[src/rtl/gap_state_detect.sv]
// Gap state classifier for the wait-breakdown phase: debounced breakdown / short / open-gap
// timeout detection with latched flags, ignition delay capture and a breakdown event counter.
module gap_state_detect #(
    parameter int unsigned DATA_W        = 16,
    parameter int unsigned CNT_W         = 16,
    parameter bit          CUR_DETECT_EN = 1'b0,
    parameter int unsigned EVT_CNT_W     = 16
) (
    input  logic                        clk,
    input  logic                        rst_n,
    input  logic signed [DATA_W-1:0]    sample_current,
    input  logic signed [DATA_W-1:0]    sample_voltage,
    input  logic                        sample_valid,
    input  logic        [7:0]           current_state,
    input  logic signed [DATA_W-1:0]    thr_bd_vol,
    input  logic signed [DATA_W-1:0]    thr_short_vol,
    input  logic signed [DATA_W-1:0]    thr_cur,
    input  logic        [CNT_W-1:0]     confirm_cycles,
    input  logic        [CNT_W-1:0]     blank_cycles,
    input  logic        [CNT_W-1:0]     timeout_cycles,
    output logic                        is_breakdown,
    output logic                        is_short,
    output logic                        is_open_timeout,
    output logic        [CNT_W-1:0]     ignition_delay,
    output logic        [EVT_CNT_W-1:0] breakdown_count
);

    typedef enum logic [1:0] {
        S_IDLE    = 2'd0,
        S_BLANK   = 2'd1,
        S_MONITOR = 2'd2,
        S_LATCHED = 2'd3
    } state_t;

    localparam logic [7:0]       ST_WAIT    = 8'h01;
    localparam logic [7:0]       ST_DEION_A = 8'h80;
    localparam logic [7:0]       ST_DEION_B = 8'h00;
    localparam logic [CNT_W-1:0] CNT_MAX    = '1;

    // Declaration vector bit positions: {breakdown, short, timeout}
    localparam logic [2:0] DECL_BD = 3'b100;
    localparam logic [2:0] DECL_SH = 3'b010;
    localparam logic [2:0] DECL_TO = 3'b001;

    state_t               state_q, state_d;
    logic [CNT_W-1:0]     wait_cnt, wait_d;
    logic [CNT_W-1:0]     vol_cnt, vol_d;
    logic [CNT_W-1:0]     short_cnt, short_d;
    logic [CNT_W-1:0]     cur_cnt, cur_d;
    logic                 bd_d, sh_d, to_d;
    logic [CNT_W-1:0]     delay_d;
    logic [EVT_CNT_W-1:0] count_d;

    logic             in_wait_c, deion_c;
    logic [CNT_W-1:0] confirm_c, wait_inc_c;
    logic             vol_win_c, vol_short_c, cur_ok_c;
    logic             timeout_hit_c, short_hit_c, bd_hit_c;
    logic [2:0]       decl_c;

    function automatic logic [CNT_W-1:0] sat_inc(input logic [CNT_W-1:0] v);
        return (v == CNT_MAX) ? v : v + CNT_W'(1);
    endfunction

    // Valid hit advances, valid miss clears, invalid sample holds.
    function automatic logic [CNT_W-1:0] debounce(input logic [CNT_W-1:0] v,
                                                   input logic valid, input logic hit);
        if (!valid) return v;
        return hit ? sat_inc(v) : '0;
    endfunction

    always_comb begin
        in_wait_c     = (current_state == ST_WAIT);
        deion_c       = (current_state == ST_DEION_A) || (current_state == ST_DEION_B);
        confirm_c     = (confirm_cycles == '0) ? CNT_W'(1) : confirm_cycles;
        wait_inc_c    = sat_inc(wait_cnt);
        vol_win_c     = (sample_voltage >= thr_short_vol) && (sample_voltage <= thr_bd_vol);
        vol_short_c   = (sample_voltage < thr_short_vol);
        cur_ok_c      = (sample_current >= thr_cur);
        timeout_hit_c = (timeout_cycles != '0) && (wait_cnt >= timeout_cycles);
        short_hit_c   = (short_cnt >= confirm_c);
        bd_hit_c      = (vol_cnt >= confirm_c) && (!CUR_DETECT_EN || (cur_cnt >= confirm_c));
    end

    // Next-state and next-output logic
    always_comb begin
        state_d = state_q;
        wait_d  = wait_cnt;
        vol_d   = vol_cnt;
        short_d = short_cnt;
        cur_d   = cur_cnt;
        bd_d    = is_breakdown;
        sh_d    = is_short;
        to_d    = is_open_timeout;
        delay_d = ignition_delay;
        count_d = breakdown_count;
        decl_c  = 3'b000;

        if (deion_c) begin
            state_d = S_IDLE;
            wait_d  = '0;
            vol_d   = '0;
            short_d = '0;
            cur_d   = '0;
            bd_d    = 1'b0;
            sh_d    = 1'b0;
            to_d    = 1'b0;
        end else begin
            case (state_q)
                S_IDLE: begin
                    if (in_wait_c) begin
                        state_d = S_BLANK;
                        wait_d  = '0;
                        vol_d   = '0;
                        short_d = '0;
                        cur_d   = '0;
                    end
                end
                S_BLANK: begin
                    if (!in_wait_c) begin
                        state_d = S_IDLE;
                        wait_d  = '0;
                        vol_d   = '0;
                        short_d = '0;
                        cur_d   = '0;
                    end else if (timeout_hit_c) begin
                        decl_c = DECL_TO;
                    end else begin
                        wait_d  = wait_inc_c;
                        vol_d   = '0;
                        short_d = '0;
                        cur_d   = '0;
                        if (wait_cnt >= blank_cycles) state_d = S_MONITOR;
                    end
                end
                S_MONITOR: begin
                    if (!in_wait_c) begin
                        state_d = S_IDLE;
                        wait_d  = '0;
                        vol_d   = '0;
                        short_d = '0;
                        cur_d   = '0;
                    end else if (short_hit_c) begin
                        decl_c = DECL_SH;
                    end else if (bd_hit_c) begin
                        decl_c = DECL_BD;
                    end else if (timeout_hit_c) begin
                        decl_c = DECL_TO;
                    end else begin
                        wait_d  = wait_inc_c;
                        vol_d   = debounce(vol_cnt, sample_valid, vol_win_c);
                        short_d = debounce(short_cnt, sample_valid, vol_short_c);
                        cur_d   = debounce(cur_cnt, sample_valid, cur_ok_c);
                    end
                end
                S_LATCHED: begin
                    state_d = S_LATCHED;
                end
                default: begin
                    state_d = S_IDLE;
                end
            endcase

            // One-hot flag set so a stale flag from an aborted window cannot coexist
            if (decl_c != 3'b000) begin
                {bd_d, sh_d, to_d} = decl_c;
                delay_d            = wait_cnt;
                state_d            = S_LATCHED;
                if (decl_c[2]) count_d = breakdown_count + EVT_CNT_W'(1);
            end
        end
    end

    always_ff @(posedge clk or negedge rst_n) begin
        if (!rst_n) begin
            state_q         <= S_IDLE;
            wait_cnt        <= '0;
            vol_cnt         <= '0;
            short_cnt       <= '0;
            cur_cnt         <= '0;
            is_breakdown    <= 1'b0;
            is_short        <= 1'b0;
            is_open_timeout <= 1'b0;
            ignition_delay  <= '0;
            breakdown_count <= '0;
        end else begin
            state_q         <= state_d;
            wait_cnt        <= wait_d;
            vol_cnt         <= vol_d;
            short_cnt       <= short_d;
            cur_cnt         <= cur_d;
            is_breakdown    <= bd_d;
            is_short        <= sh_d;
            is_open_timeout <= to_d;
            ignition_delay  <= delay_d;
            breakdown_count <= count_d;
        end
    end

endmodule

[config.mk]
export PLATFORM = sky130hd
export DESIGN_NAME = gap_state_detect
export DESIGN_NICKNAME = d
export VERILOG_FILES = /design/src/rtl/gap_state_detect.sv
export SDC_FILE = /design/constraint.sdc
export NUM_CORES = 1
export LEC_CHECK = 0
export ABC_CLOCK_PERIOD_IN_PS = 3960
export BUFFER_PORTS_ARGS = -buffer_cell sky130_fd_sc_hd__buf_2
export CORE_MARGIN = 1
export CORE_UTILIZATION = 55
export DETAILED_ROUTE_END_ITERATION = 16
export PLACE_DENSITY_LB_ADDON = 0.12
export SETUP_SLACK_MARGIN = 0.2
export SLEW_MARGIN = 0
export SYNTH_ARGS = -nofsm -noshare
export SYNTH_HDL_FRONTEND = slang
export SYNTH_SLANG_ARGS = --single-unit
[constraint.sdc]
create_clock -name clk -period 3.96 [get_ports clk]
set_clock_uncertainty 0.05 [all_clocks]
set_input_delay 0.198 -clock clk [delete_from_list [all_inputs] [get_ports clk]]
set_output_delay 0.198 -clock clk [all_outputs]
set_load 0.02 [all_outputs]
==> results of run 1 <==
[stage by stage]
stage	std cells	hold WS [ns]	worst slack [ns]
2_1_floorplan	822	-0.148	0.914
3_3_place_gp	1133	0.298	0.414
3_5_place_dp	1133	0.294	0.329
4_1_cts	1150	0.142	0.613
5_1_grt	1150	0.171	0.439
6_report	1150	0.154	0.627
[layout make-up]
cell class | instances | share of cell area (%)
flip-flops and latches | 85 | 24.9
repair buffers | 164 | 10.5
clock buffers | 9 | 2.64
inverters | 107 | 4.71
well taps | 172 | 2.52
clock inverters | 7 | 0.910
multi-input cells | 606 | 53.8
[state kept, by name, indices dropped and copies added (netlist names)]
register and flops:
vol_cnt 16, wait_cnt 16, state_q 2, short_cnt 16, is_breakdown 1, is_short 1
ignition_delay 16, breakdown_count 16, is_open_timeout 1
[cell usage after synthesis, drive strengths merged (14+ instances only)]
| cell type | count | area share (%) |
|---|---|---|
| inv | 107 | 5.6 |
| ha | 105 | 18 |
| dfrtp | 85 | 30 |
| nand2 | 55 | 2.9 |
| a21oi | 43 | 3.0 |
| nor2 | 33 | 1.7 |
| o21ai | 33 | 2.3 |
| nand4 | 30 | 2.6 |
| nand3 | 29 | 2.0 |
| and3 | 25 | 2.2 |
| o31ai | 18 | 1.9 |
| mux2 | 17 | 2.7 |
| nor4 | 16 | 1.9 |
| nand2b | 14 | 1.2 |
[logic make-up after synthesis]
family,count (synthesis)
xor gates and xnor gates,15
AOI/OAI and AO/OA,211
muxes,19
buffers and inverters,131
adders and majority gates,105
DFF,85
and+or+nand+nor,256
[power groups by stage]
stage | registers [µW] | clock network (µW) | logic, µW
final | 879 | 867 | 533
after global placement | 896 | 0 | 520
after global routing | 880 | 916 | 596
after detailed placement | 896 | 0 | 524
after CTS | 878 | 881 | 528
after floorplan | 895 | 0 | 310
[final timing paths]
check / start / to / slack (ns) / depth (start not counted)
max in group asynchronous: rst_n / breakdown_count[0]$_DFFE_PN0P_ / 2.56 / 3
min in group asynchronous: rst_n / ignition_delay[8]$_DFFE_PN0P_ / 0.47 / 2
max reg2reg: short_cnt[0]$_DFFE_PN0P_ / vol_cnt[8]$_DFFE_PN0P_ / 0.68 / 11
max: confirm_cycles[4] / vol_cnt[8]$_DFFE_PN0P_ / 0.63 / 13
min reg2reg: breakdown_count[15]$_DFFE_PN0P_ / breakdown_count[15]$_DFFE_PN0P_ / 0.42 / 1
min: current_state[0] / is_open_timeout$_DFFE_PN0P_ / 0.15 / 3
[routing by layer]
layer | routed length, µm | share of wire [%]
met4 | 261 | 1.4
met1 | 8700 | 48
met3 | 1130 | 6.2
met2 | 8070 | 44
met5 | 0 | 0
[worst register-to-register path, stage by stage (launching register included)]
cell and delay (ns):
dfrtp_1 0.43, inv_1 0.07, ha_1 0.28, nand2b_1 0.14, a2111o_1 0.41, a221oi_1 0.36
o41a_1 0.22, buf_4 0.15, nand4_1 0.14, buf_12 0.21, a2111oi_0 0.52, a2bb2oi_1 0.23
==> flow_summary.json, run 1 <==
{
  "use_met1_pct": 39.9,
  "synth_xor_area_share_pct": 1.82,
  "wire_per_inst_um": 15.8,
  "seqCellArea_mm2": 0.00213,
  "final_common_cell": "buf_2",
  "clkPwrFrac_pct": 38.0,
  "area_growth_pct": 18.4,
  "dr.pass1.iters": 5,
  "synthAdderAreaFrac_pct": 18.2,
  "p_sw_share_pct": 33.1,
  "critPathKind": "in2reg",
  "worstSkewPairLatency_ns": 0.36,
  "power.internal_uw": 1520,
  "met3_usage_pct": 3.94,
  "worstPathCellList": "buf_2 -> nor4_1 -> a41o_1 -> ha_1 -> nand2b_1 -> a2111o_1 -> a221oi_1 -> o41a_1 -> buf_4 -> nand4_1 -> buf_12 -> a2111oi_0 -> a2bb2oi_1",
  "leakagePower_uw": 0.00448,
  "grt_pass1_wl_um": 29800,
  "power_uw": 2280,
  "io_pins": 174,
  "grt_overflow": 0,
  "cts_buffers": 9,
  "synthMuxAreaShare_pct": 2.94,
  "ys_ff_latch": 85,
  "place_congestion": 0.831,
  "vias_per_cell": 5.91,
  "place_area_mm2": 0.00821,
  "yosysWarnings": 0,
  "synthesis.nets": 1066,
  "powerDensity_mw_per_mm2": 267,
  "die-area_mm2": 0.0136,
  "synth_ff_type": "dfrtp_1",
  "wirelength_um": 18200,
  "clk_pin_slew_ns": 0.07,
  "critPathSlowestCell": "a2111oi_0",
  "synth_edf_count": 0,
  "die_h_um": 116,
  "nets": 1217,
  "grtUsageMet2_pct": 44.7,
  "netlist_area_mm2": 0.00720,
  "post_cts_resized": 0,
  "multiInputGateArea_mm2": 0.00458,
  "cts_root_buf": "clkbuf_16",
  "drive_gt1_share_pct": 21.9,
  "dp_hpwl_um": 13700,
  "slew_headroom_pct": 24.8,
  "tns_ns": 0,
  "htreeDepth": 3,
  "fill_cells": 1089,
  "antenna_found_initial": 0,
  "path_max_fanout": 25,
  "cp_top_family": "compound AO/OA/AOI/OAI gates",
  "hold_viol": 0,
  "diodes": 0,
  "synth_compound_area_share_pct": 20.6,
  "min_path_type": "in2reg",
  "cp.arrival_ns": 3.55,
  "final_area_mm2": 0.00853,
  "avgSynthCellArea_um2": 8.76,
  "vias": 6799,
  "ant_nets": 0,
  "grt_max_degree": 62,
  "start_kind": "input port",
  "drt_iter0_drc": 523,
  "setup_viol": 0,
  "peakVddDrop_mv": 0.307,
  "yosysUniqueCellTypes": 68,
  "utilization_pct": 67.3,
  "post_cts_buffers": 0,
  "top_usage_layer": "met2",
  "maxCapViolCount": 0,
  "postSynth.asyncResetShare_pct": 100,
  "core_mm2": 0.0127,
  "syn-instance-count": 822,
  "drv_slew": 0,
  "min_period_over_period_pct": 84.2,
  "max_freq_mhz": 300,
  "synthSimpleGateAreaFrac_pct": 19.9,
  "switching_power_uw": 753,
  "synth_top_family_by_area": "compound AO/OA/AOI/OAI gates",
  "cts_sinks": 85,
  "cp_num_buf_inv": 3,
  "crit_required_ns": 4.18,
  "cts_tree": "done",
  "rows": 41,
  "min_period_ns": 3.33,
  "combPwrFrac_pct": 23.4,
  "die_w_um": 116,
  "worst_pin_slew_ns": 1.11,
  "max_stage_delay_ns": 0.52,
  "grt_usage_pct": 28.3,
  "clk_path_buf_depth": 2,
  "drc": 0,
  "end_kind": "flip-flop",
  "p_seq_share_pct": 38.6,
  "rsz0062_at_grt": "false",
  "grt_pass1_vias": 6199,
  "layout_common_cells": "buf_2 (140), inv_1 (107), ha_1 (105)",
  "outcome": "completed",
  "synth_seq_area_share_pct": 29.5,
  "hold_buffers": 1,
  "start_util_pct": 56.8,
  "port-buffer-count": 141
}
Power figures use the tool's default switching activity.
==> run 2, diff against run 1 <==
- ABC_CLOCK_PERIOD_IN_PS: 3960 -> 2780
- CORE_UTILIZATION: 55 -> 50
- clock period: 3.96 -> 2.78 ns (I/O delays scaled with it)
==> flow_summary.json, run 2 (synthesis results as in run 1) <==
{
  "p_sw_share_pct": 33.5,
  "path_max_fanout": 6,
  "clkPwrFrac_pct": 35.3,
  "port-buffer-count": 141,
  "min_period_over_period_pct": 104,
  "die_h_um": 122,
  "grt_pass1_wl_um": 33600,
  "htreeDepth": 3,
  "top_usage_layer": "met2",
  "grt_usage_pct": 28.8,
  "power_uw": 3450,
  "tns_ns": -2.65,
  "area_growth_pct": 41.2,
  "rows": 43,
  "cts_root_buf": "clkbuf_16",
  "die_w_um": 122,
  "grt_overflow": 0,
  "slew_headroom_pct": 24.4,
  "met3_usage_pct": 4.54,
  "vias_per_cell": 5.82,
  "core_mm2": 0.0140,
  "clk_path_buf_depth": 2,
  "grt_pass1_vias": 6805,
  "final_common_cell": "buf_2",
  "maxCapViolCount": 0,
  "crit_required_ns": 2.98,
  "min_path_type": "in2reg",
  "power.internal_uw": 2290,
  "p_seq_share_pct": 36.3,
  "dr.pass1.iters": 4,
  "dp_slack_ns": -0.707,
  "cp.arrival_ns": 3.08,
  "layout_setup_ws_ns": -0.105,
  "violations": "setup timing",
  "dp_hpwl_um": 15600,
  "antenna_found_initial": 0,
  "leakagePower_uw": 0.00531,
  "fill_cells": 1067,
  "wire_per_inst_um": 17.0,
  "ant_nets": 0,
  "worst_pin_slew_ns": 1.13,
  "powerDensity_mw_per_mm2": 339,
  "die-area_mm2": 0.0149,
  "layout_common_cells": "buf_2 (140), inv_1 (107), ha_1 (105)",
  "cts_buffers": 9,
  "place_congestion": 0.873,
  "diodes": 0,
  "grt_max_degree": 86,
  "drt_iter0_drc": 363,
  "rsz0062_at_grt": "true",
  "end_kind": "flip-flop",
  "nets": 1321,
  "worstSkewPairLatency_ns": 0.36,
  "drv_slew": 0,
  "outcome": "finished, violations left",
  "cts_tree": "done",
  "use_met1_pct": 38.9,
  "start_util_pct": 51.5,
  "min_period_ns": 2.88,
  "critPathKind": "reg2reg",
  "start_kind": "flip-flop",
  "seqCellArea_mm2": 0.00213,
  "vias": 7345,
  "peakVddDrop_mv": 0.303,
  "drc": 0,
  "max_freq_mhz": 347,
  "io_pins": 174,
  "switching_power_uw": 1160,
  "clk_pin_slew_ns": 0.07,
  "multiInputGateArea_mm2": 0.00529,
  "drive_gt1_share_pct": 37.7,
  "combPwrFrac_pct": 28.4,
  "hold_viol": 0,
  "grtUsageMet2_pct": 46.8,
  "cts_sinks": 85,
  "setup_viol": 47,
  "wirelength_um": 21500
}
-- run 2: cell count changes in the layout (fill, tap and decap cells not counted), moves of 6 or more --
cell       previous run  this run
buf_4                22       100
a221oi_1             13         0
o21ai_1               2         9
a2bb2oi_2             0         6
a2bb2oi_1            10         4
o31ai_2               0         8
a221oi_2              0        11
buf_6                 0        20
a21oi_2               1        12
o21ai_0              31        20
mux2_2               17         0
mux2_4                0        17
o31ai_1              18        10
a21oi_1              42        28
-- run 2: layout make-up --
cell class                 count  share of cell area [%]
clock inverter                 6                   0.578
tap                          180                    2.21
sequential                    85                    20.9
multi-input combinational    606                    52.0
clock buffer                  10                    2.35
inverter                     107                    3.95
timing repair buffer         268                    18.0
-- run 2: worst paths after layout --
| path | from | endpoint | slack, ns | depth (start not counted) |
|---|---|---|---|---|
| worst min register to register | breakdown_count[15]$_DFFE_PN0P_ | breakdown_count[15]$_DFFE_PN0P_ | 0.43 | 1 |
| worst max register to register | short_cnt[0]$_DFFE_PN0P_ | ignition_delay[1]$_DFFE_PN0P_ | -0.10 | 12 |
| max in group asynchronous | rst_n | short_cnt[13]$_DFFE_PN0P_ | 1.47 | 2 |
| min in group asynchronous | rst_n | breakdown_count[9]$_DFFE_PN0P_ | 0.46 | 2 |
| worst min-delay path | current_state[0] | is_open_timeout$_DFFE_PN0P_ | 0.18 | 4 |
| worst max-delay path | short_cnt[0]$_DFFE_PN0P_ | ignition_delay[1]$_DFFE_PN0P_ | -0.10 | 12 |
-- run 2: stage by stage --
stage / utilization, % / cell area, µm² / cells / hold WS (ns)
after floorplan: - / 7420 / 822 / -0.207
after global placement: 65.2 / 9110 / 1229 / 0.367
after detailed placement: 65.2 / 9110 / 1229 / 0.374
after CTS: 70.0 / 9790 / 1255 / 0.170
after global routing: 72.7 / 10200 / 1262 / 0.208
final: 72.7 / 10200 / 1262 / 0.177
-- run 2: repair_timing --
action,CTS,global route
endpoints found under the hold margin,31,0
gates cloned,1,0
hold buffers,1,0
endpoints found under the setup margin,85,85
pin swaps,23,20
setup buffers,8,7
resized for setup,66,68
-- run 2: critical path, stage by stage (launching register included) --
cell and delay, ns:
dfrtp_1 0.34, inv_1 0.06, ha_1 0.29, nand2b_4 0.13, a2111o_1 0.40, a221oi_4 0.28, o41a_1 0.18, buf_6 0.14
a31oi_4 0.09, a31oi_4 0.22, buf_6 0.15, buf_16 0.12, mux2_4 0.29
-- run 2: power groups by stage --
stage	combinational, µW	clock, µW	sequential [µW]
after floorplan	484	0	1270
after global placement	849	0	1280
after detailed placement	857	0	1280
after CTS	925	1240	1250
after global routing	1070	1280	1250
final	981	1220	1250
-- run 2: routing by layer --
layer / vias to the layer above / share of wire [%]
met4: 0 / 2.1
met1: 3487 / 45
met2: 241 / 47
met5: - / 0
li1: 3581 / -
met3: 36 / 6.3
